File: config.mk
export PLATFORM = sky130hd
export DESIGN_NAME = multicycle_datapath
export DESIGN_NICKNAME = d
export VERILOG_FILES = /design/src/rtl/multicycle_datapath.sv
export SDC_FILE = /design/constraint.sdc
export NUM_CORES = 2
export LEC_CHECK = 0
export CAP_MARGIN = 10
export CORE_UTILIZATION = 55
export CTS_BUF_LIST = sky130_fd_sc_hd__clkbuf_16
export CTS_CLUSTER_SIZE = 8
export DETAILED_ROUTE_END_ITERATION = 10
export PLACE_DENSITY = 0.74
export SYNTH_ARGS = -nofsm -noshare
export SYNTH_HDL_FRONTEND = slang
export SYNTH_SLANG_ARGS = --single-unit
File: constraint.sdc
create_clock -name clk -period 41.3 [get_ports clk]
set_input_delay 8.26 -clock clk [delete_from_list [all_inputs] [get_ports clk]]
set_output_delay 8.26 -clock clk [all_outputs]
set_load 0.03 [all_outputs]
File: src/rtl/multicycle_datapath.sv
// Multicycle RISC-V style datapath: PC/instruction/data registers, 32x32 register file, ALU and muxes.
// Architectural state updates on rising clk; all outputs are combinational from state and control inputs.
module multicycle_datapath #(
    parameter logic [31:0] RESET_PC = 32'h0000_0000
) (
    input  logic        clk,
    input  logic        reset,
    input  logic [1:0]  ImmSrc,
    input  logic [1:0]  ALUSrcA,
    input  logic [1:0]  ALUSrcB,
    input  logic [1:0]  ResultSrc,
    input  logic        AdrSrc,
    input  logic [2:0]  ALUControl,
    input  logic        IRWrite,
    input  logic        PCWrite,
    input  logic        RegWrite,
    input  logic [31:0] ReadData,
    output logic [31:0] Adr,
    output logic [31:0] WriteData,
    output logic [6:0]  op,
    output logic [2:0]  funct3,
    output logic        funct7b5,
    output logic        Zero
);

    logic [31:0] r_pc, r_old_pc, r_instr, r_data, r_a, r_b, r_alu_out;
    logic [31:0] r_rf [32];

    logic [4:0]  w_rs1, w_rs2, w_rd;
    logic [31:0] w_rd1, w_rd2, w_imm_ext;
    logic [31:0] w_src_a, w_src_b, w_alu_result, w_result;

    assign w_rs1 = r_instr[19:15];
    assign w_rs2 = r_instr[24:20];
    assign w_rd  = r_instr[11:7];

    // Reads see pre-edge contents, so a same-cycle write reaches A/B one edge later.
    assign w_rd1 = (w_rs1 == 5'd0) ? 32'h0 : r_rf[w_rs1];
    assign w_rd2 = (w_rs2 == 5'd0) ? 32'h0 : r_rf[w_rs2];

    always_comb begin
        w_imm_ext = 32'h0;
        case (ImmSrc)
            2'b00: w_imm_ext = {{20{r_instr[31]}}, r_instr[31:20]};
            2'b01: w_imm_ext = {{20{r_instr[31]}}, r_instr[31:25], r_instr[11:7]};
            2'b10: w_imm_ext = {{19{r_instr[31]}}, r_instr[31], r_instr[7],
                                r_instr[30:25], r_instr[11:8], 1'b0};
            2'b11: w_imm_ext = {{11{r_instr[31]}}, r_instr[31], r_instr[19:12],
                                r_instr[20], r_instr[30:21], 1'b0};
            default: w_imm_ext = 32'h0;
        endcase
    end

    always_comb begin
        w_src_a = 32'h0;
        case (ALUSrcA)
            2'b00:   w_src_a = r_pc;
            2'b01:   w_src_a = r_old_pc;
            2'b10:   w_src_a = r_a;
            default: w_src_a = 32'h0;
        endcase
    end

    always_comb begin
        w_src_b = 32'h0;
        case (ALUSrcB)
            2'b00:   w_src_b = r_b;
            2'b01:   w_src_b = w_imm_ext;
            2'b10:   w_src_b = 32'd4;
            default: w_src_b = 32'h0;
        endcase
    end

    always_comb begin
        w_alu_result = 32'h0;
        case (ALUControl)
            3'b000:  w_alu_result = w_src_a + w_src_b;
            3'b001:  w_alu_result = w_src_a + ~w_src_b + 32'd1;
            3'b010:  w_alu_result = w_src_a & w_src_b;
            3'b011:  w_alu_result = w_src_a | w_src_b;
            3'b101:  w_alu_result = {31'h0, $signed(w_src_a) < $signed(w_src_b)};
            default: w_alu_result = 32'h0;
        endcase
    end

    always_comb begin
        w_result = 32'h0;
        case (ResultSrc)
            2'b00:   w_result = r_alu_out;
            2'b01:   w_result = r_data;
            2'b10:   w_result = w_alu_result;
            default: w_result = 32'h0;
        endcase
    end

    assign Adr       = AdrSrc ? w_result : r_pc;
    assign WriteData = r_b;
    assign op        = r_instr[6:0];
    assign funct3    = r_instr[14:12];
    assign funct7b5  = r_instr[30];
    assign Zero      = (w_alu_result == 32'h0);

    always_ff @(posedge clk or posedge reset) begin
        if (reset) begin
            r_pc      <= RESET_PC;
            r_old_pc  <= 32'h0;
            r_instr   <= 32'h0;
            r_data    <= 32'h0;
            r_a       <= 32'h0;
            r_b       <= 32'h0;
            r_alu_out <= 32'h0;
        end else begin
            if (PCWrite) r_pc <= w_result;
            // OldPC takes the pre-edge PC even when PC is also being updated.
            if (IRWrite) begin
                r_old_pc <= r_pc;
                r_instr  <= ReadData;
            end
            r_data    <= ReadData;
            r_a       <= w_rd1;
            r_b       <= w_rd2;
            r_alu_out <= w_alu_result;
        end
    end

    always_ff @(posedge clk or posedge reset) begin
        if (reset) begin
            for (int i = 0; i < 32; i++) r_rf[i] <= 32'h0;
        end else if (RegWrite && (w_rd != 5'd0)) begin
            r_rf[w_rd] <= w_result;
        end
    end

endmodule

==> parameters.txt <==
Parameter                              Value

Worst setup path
  Cell breakdown of the critical path    clkdlybuf4s50_1 -> buf_4 -> nor2b_2 -> buf_4 -> a21o_1 -> ha_1 -> inv_1 -> fa_1 -> o21bai_1 -> a221oi_1 -> nor2b_1 -> o21ai_0 -> a22oi_1 -> xnor2_1 -> a21oi_1 -> nand4_1 -> nor4_1 -> nand4_1 -> nor2_1 -> clkdlybuf4s50_1
  Setup Crit Path Kind    primary input to output pin
  Largest fanout of any net on the critical path    33
  Critical path data arrival time    roughly 15 ns
  Worst path max stage delay    0.81 ns
  Max stage delay cell, worst path    sky130_fd_sc_hd__clkdlybuf4s50_1
  Crit. End Element    output pin
  Worst endpoint required time    between 30 and 40 ns
  Crit path launch type    primary input

Clocking
  Clock-pin transition on the worst setup and hold timing paths    around 0.05 ns
  Number of buffers inserted for hold repair after clock tree synthesis    0
  Total clock buffers created by CTS    175
  CTS sink count    between 1,000 and 1,500
  Clk Latency, worst-skew pair    roughly 0.8 ns
  Clk buf depth    3
  Depth of the CTS H-tree    4
  PostCTS Resize Cnt    0
  Clock root buffer    sky130_fd_sc_hd__clkbuf_16
  Number of buffers inserted to repair setup after CTS    0
  Clock tree from TritonCTS    built

Final layout
  Area growth syn-to-layout    10.4%
  Share of post-route cells with drive strength above 1    18.1%
  Share of the core filled with cells in the final layout    between 60% and 70%
  Most used cells in the layout excluding fill and tap cells    sky130_fd_sc_hd__dfrtp_1, sky130_fd_sc_hd__nor2_1, sky130_fd_sc_hd__a21oi_1, sky130_fd_sc_hd__nand2_1, sky130_fd_sc_hd__o21ai_0
  Post-route cell area    approximately 73,000 µm²
  # nets final    between 6,000 and 7,000
  Leading cell type in the layout, fill and taps excluded    sky130_fd_sc_hd__dfrtp_1
  Count of inserted antenna diode cells    0
  Number of fill cells in the layout    between 9,000 and 10,000

STA
  Maximum clock rate    around 0.043 GHz
  Setup repair after global routing missed its margin    false
  Final worst-path cycle share    between 50% and 60%
  Accumulated negative setup slack    0 ns
  Number of endpoints failing setup at the final stage    0
  Clock period minus worst slack    between 20 and 25 ns
  Remaining max-slew budget at the tightest pin    15.3%
  Final count of pins violating max slew    0
  Measured slew at the worst slew-check pin    1.27 ns
  Worst Clk Skew    0.0298 ns
  Number of endpoints with negative hold slack in the final report    0

Placed design
  Post-Place Cell Area    68,500 µm²
  Number of port buffers    around 120
  Final GP Congestion    a little under 1
  Estimated wirelength of the detail-placed design    135,000 µm

Floorplanning
  Width of the die    between 300 and 400 µm
  Chip height    ~350 µm
  Standard-cell row count    about 130
  Effective utilization at floorplan    55.4%
  Die area    approximately 120,000 µm²
  Core outline area    about 120,000 µm²
  Io pins    125

Global routing
  Global-route wire length before repair    between 300,000 and 400,000 µm
  Via count of the first global-routing pass    between 50,000 and 60,000
  Global-route usage over all layers    37.9%
  Number of antenna violations at the first check in global routing    2
  Global route overflow    0
  Pin count of the biggest net entering global routing    174

Logic synthesis
  Post-synthesis share of cell area spent on and, or, nand and nor gates    under 10%
  Count of mapped cells out of synthesis    between 6,000 and 7,000
  Fraction of synthesized cell area in xor and xnor cells    less than 1%
  Number of enable flip-flop cells after synthesis    0
  Dominant combinational cell family by area after synthesis    multiplexers
  Number of nets produced by synthesis    between 6,000 and 7,000
  Netlist area before placement    between 60,000 and 70,000 µm²
  Top cell type by total area after synthesis    sky130_fd_sc_hd__dfrtp_1
  Number of distinct library cell variants in the gate-level netlist after synthesis    87
  Warnings from Yosys    0
  Number of synthesized register bits    ~1,200
  Area share of the leading cell type in the synthesized netlist    a little under half
  Synth top area cells    sky130_fd_sc_hd__dfrtp_1, sky130_fd_sc_hd__mux4_2, sky130_fd_sc_hd__a21oi_1, sky130_fd_sc_hd__nor2_1, sky130_fd_sc_hd__o21ai_0
  Post-Synth Adder-Cell Area    roughly 1.9%
  Main flop type after synthesis    sky130_fd_sc_hd__dfrtp_1
  Area fraction in compound gates after synthesis    about 15%
  Mux cell area share after synthesis    22.1%
  Fraction of registers with async set or reset after synthesis    between 90% and 100%
  Syn avg cell area    approximately 11 µm²
  Post-synthesis sequential area ratio    47.1%

Routing
  Routed wire per std cell    30.1 µm
  Pre-antenna DRT Iters    6
  Total number of vias    roughly 52,000
  Routed Wire Length    roughly 230,000 µm
  Final routed DRC violation total    0
  Average via count per standard cell    slightly below 7
  Number of routed nets with antenna violations    0
  DRC marker count from the first detailed-route iteration    a little under 7,000

Pwr
  Worst IR drop on VDD    roughly 0.033 mV
  Power per Cell Area    between 60 and 70 nW/µm²
  Static power due to leakage    between 0.03 and 0.04 µW

Status
  Status    finished clean

Hold path
  Hold WC Path Type    flop to flop

Job
  Max-capacitance violation count    0
registers in the layout, summed over array words and instances, names as in the netlist:
register and cells:
WriteData 32, r_a 32, r_alu_out 32, r_data 32, r_instr 32, r_old_pc 32
r_pc 32, r_rf 1024
through the flow:
| step | setup slack [ns] | cells | hold slack [ns] | power [µW] |
|---|---|---|---|---|
| 5_1_grt | 17.69 | 7620 | 0.409 | 4720 |
| 6_report | 18.04 | 7620 | 0.398 | 4530 |
| 3_5_place_dp | 18.18 | 7421 | 0.384 | 3210 |
| 3_3_place_gp | 18.25 | 7421 | 0.376 | 3140 |
| 2_1_floorplan | 15.79 | 6192 | 0.441 | 2800 |
| 4_1_cts | 18.14 | 7620 | 0.395 | 4500 |
critical path: cells and delay by family:
family,cells,cell delay (ns)
buffers and inverters,5,2.09
AOI/OAI and AO/OA,6,1.46
xor gates and xnor gates,1,0.09
adders and majority gates,2,0.68
and+or+nand+nor,6,2.38
routing by layer:
layer	track usage [%]	wire [µm]
met1	50.6	85700
met2	56.3	102000
met3	9.10	26300
met4	22.9	15500
met5	0	14
cell type report:
class | instances | area [µm²] | share of cell area, %
Multi-Input combinational cell | 4203 | 32600 | 44.6
Sequential cell | 1248 | 31300 | 42.7
Clock buffer | 177 | 4430 | 6.05
Timing Repair Buffer | 249 | 2200 | 3.01
Tap cell | 1612 | 2020 | 2.75
Inverter | 109 | 413 | 0.564
Clock inverter | 22 | 264 | 0.361
synthesized netlist by cell type (all sizes together) (98+ instances only):
master / instances
buf: 105
clkbuf: 527
nand2: 568
ha: 98
mux2: 142
mux2i: 229
inv: 108
a21oi: 724
mux4: 477
o21ai: 522
nor2: 786
dfrtp: 1248
path summary, 6_finish.rpt:
check                                        startpoint               endpoint  slack [ns]  cells past startpoint
worst max-delay path                         ALUSrcA[1]                   Zero       18.04                     20
worst min-delay path              r_rf[994]$_DFFE_PP0P_  r_rf[994]$_DFFE_PP0P_        0.40                      0
worst max register to register  r_instr[31]$_DFFE_PP0P_  r_rf[447]$_DFFE_PP0P_       35.84                     16
worst min register to register    r_rf[994]$_DFFE_PP0P_  r_rf[994]$_DFFE_PP0P_        0.40                      0
max in group asynchronous                         reset  r_rf[770]$_DFFE_PP0P_       29.92                      5
min in group asynchronous                         reset  r_rf[581]$_DFFE_PP0P_        8.07                      2
power by group:
group / internal [µW] / leakage (µW) / switching (µW) / total, µW
Sequential: 1600 / 0.0158 / 324 / 1920
Clock: 764 / 0.00232 / 528 / 1290
Combinational: 646 / 0.0134 / 673 / 1320
cells by family after synthesis:
kind of cell    count (synthesis)
compound gates               1680
mux                           848
xor+xnor                       18
fa+ha+maj                     100
buf+inv                       741
flops                        1248
simple gates                 1557
Power figures use the tool's default switching activity.
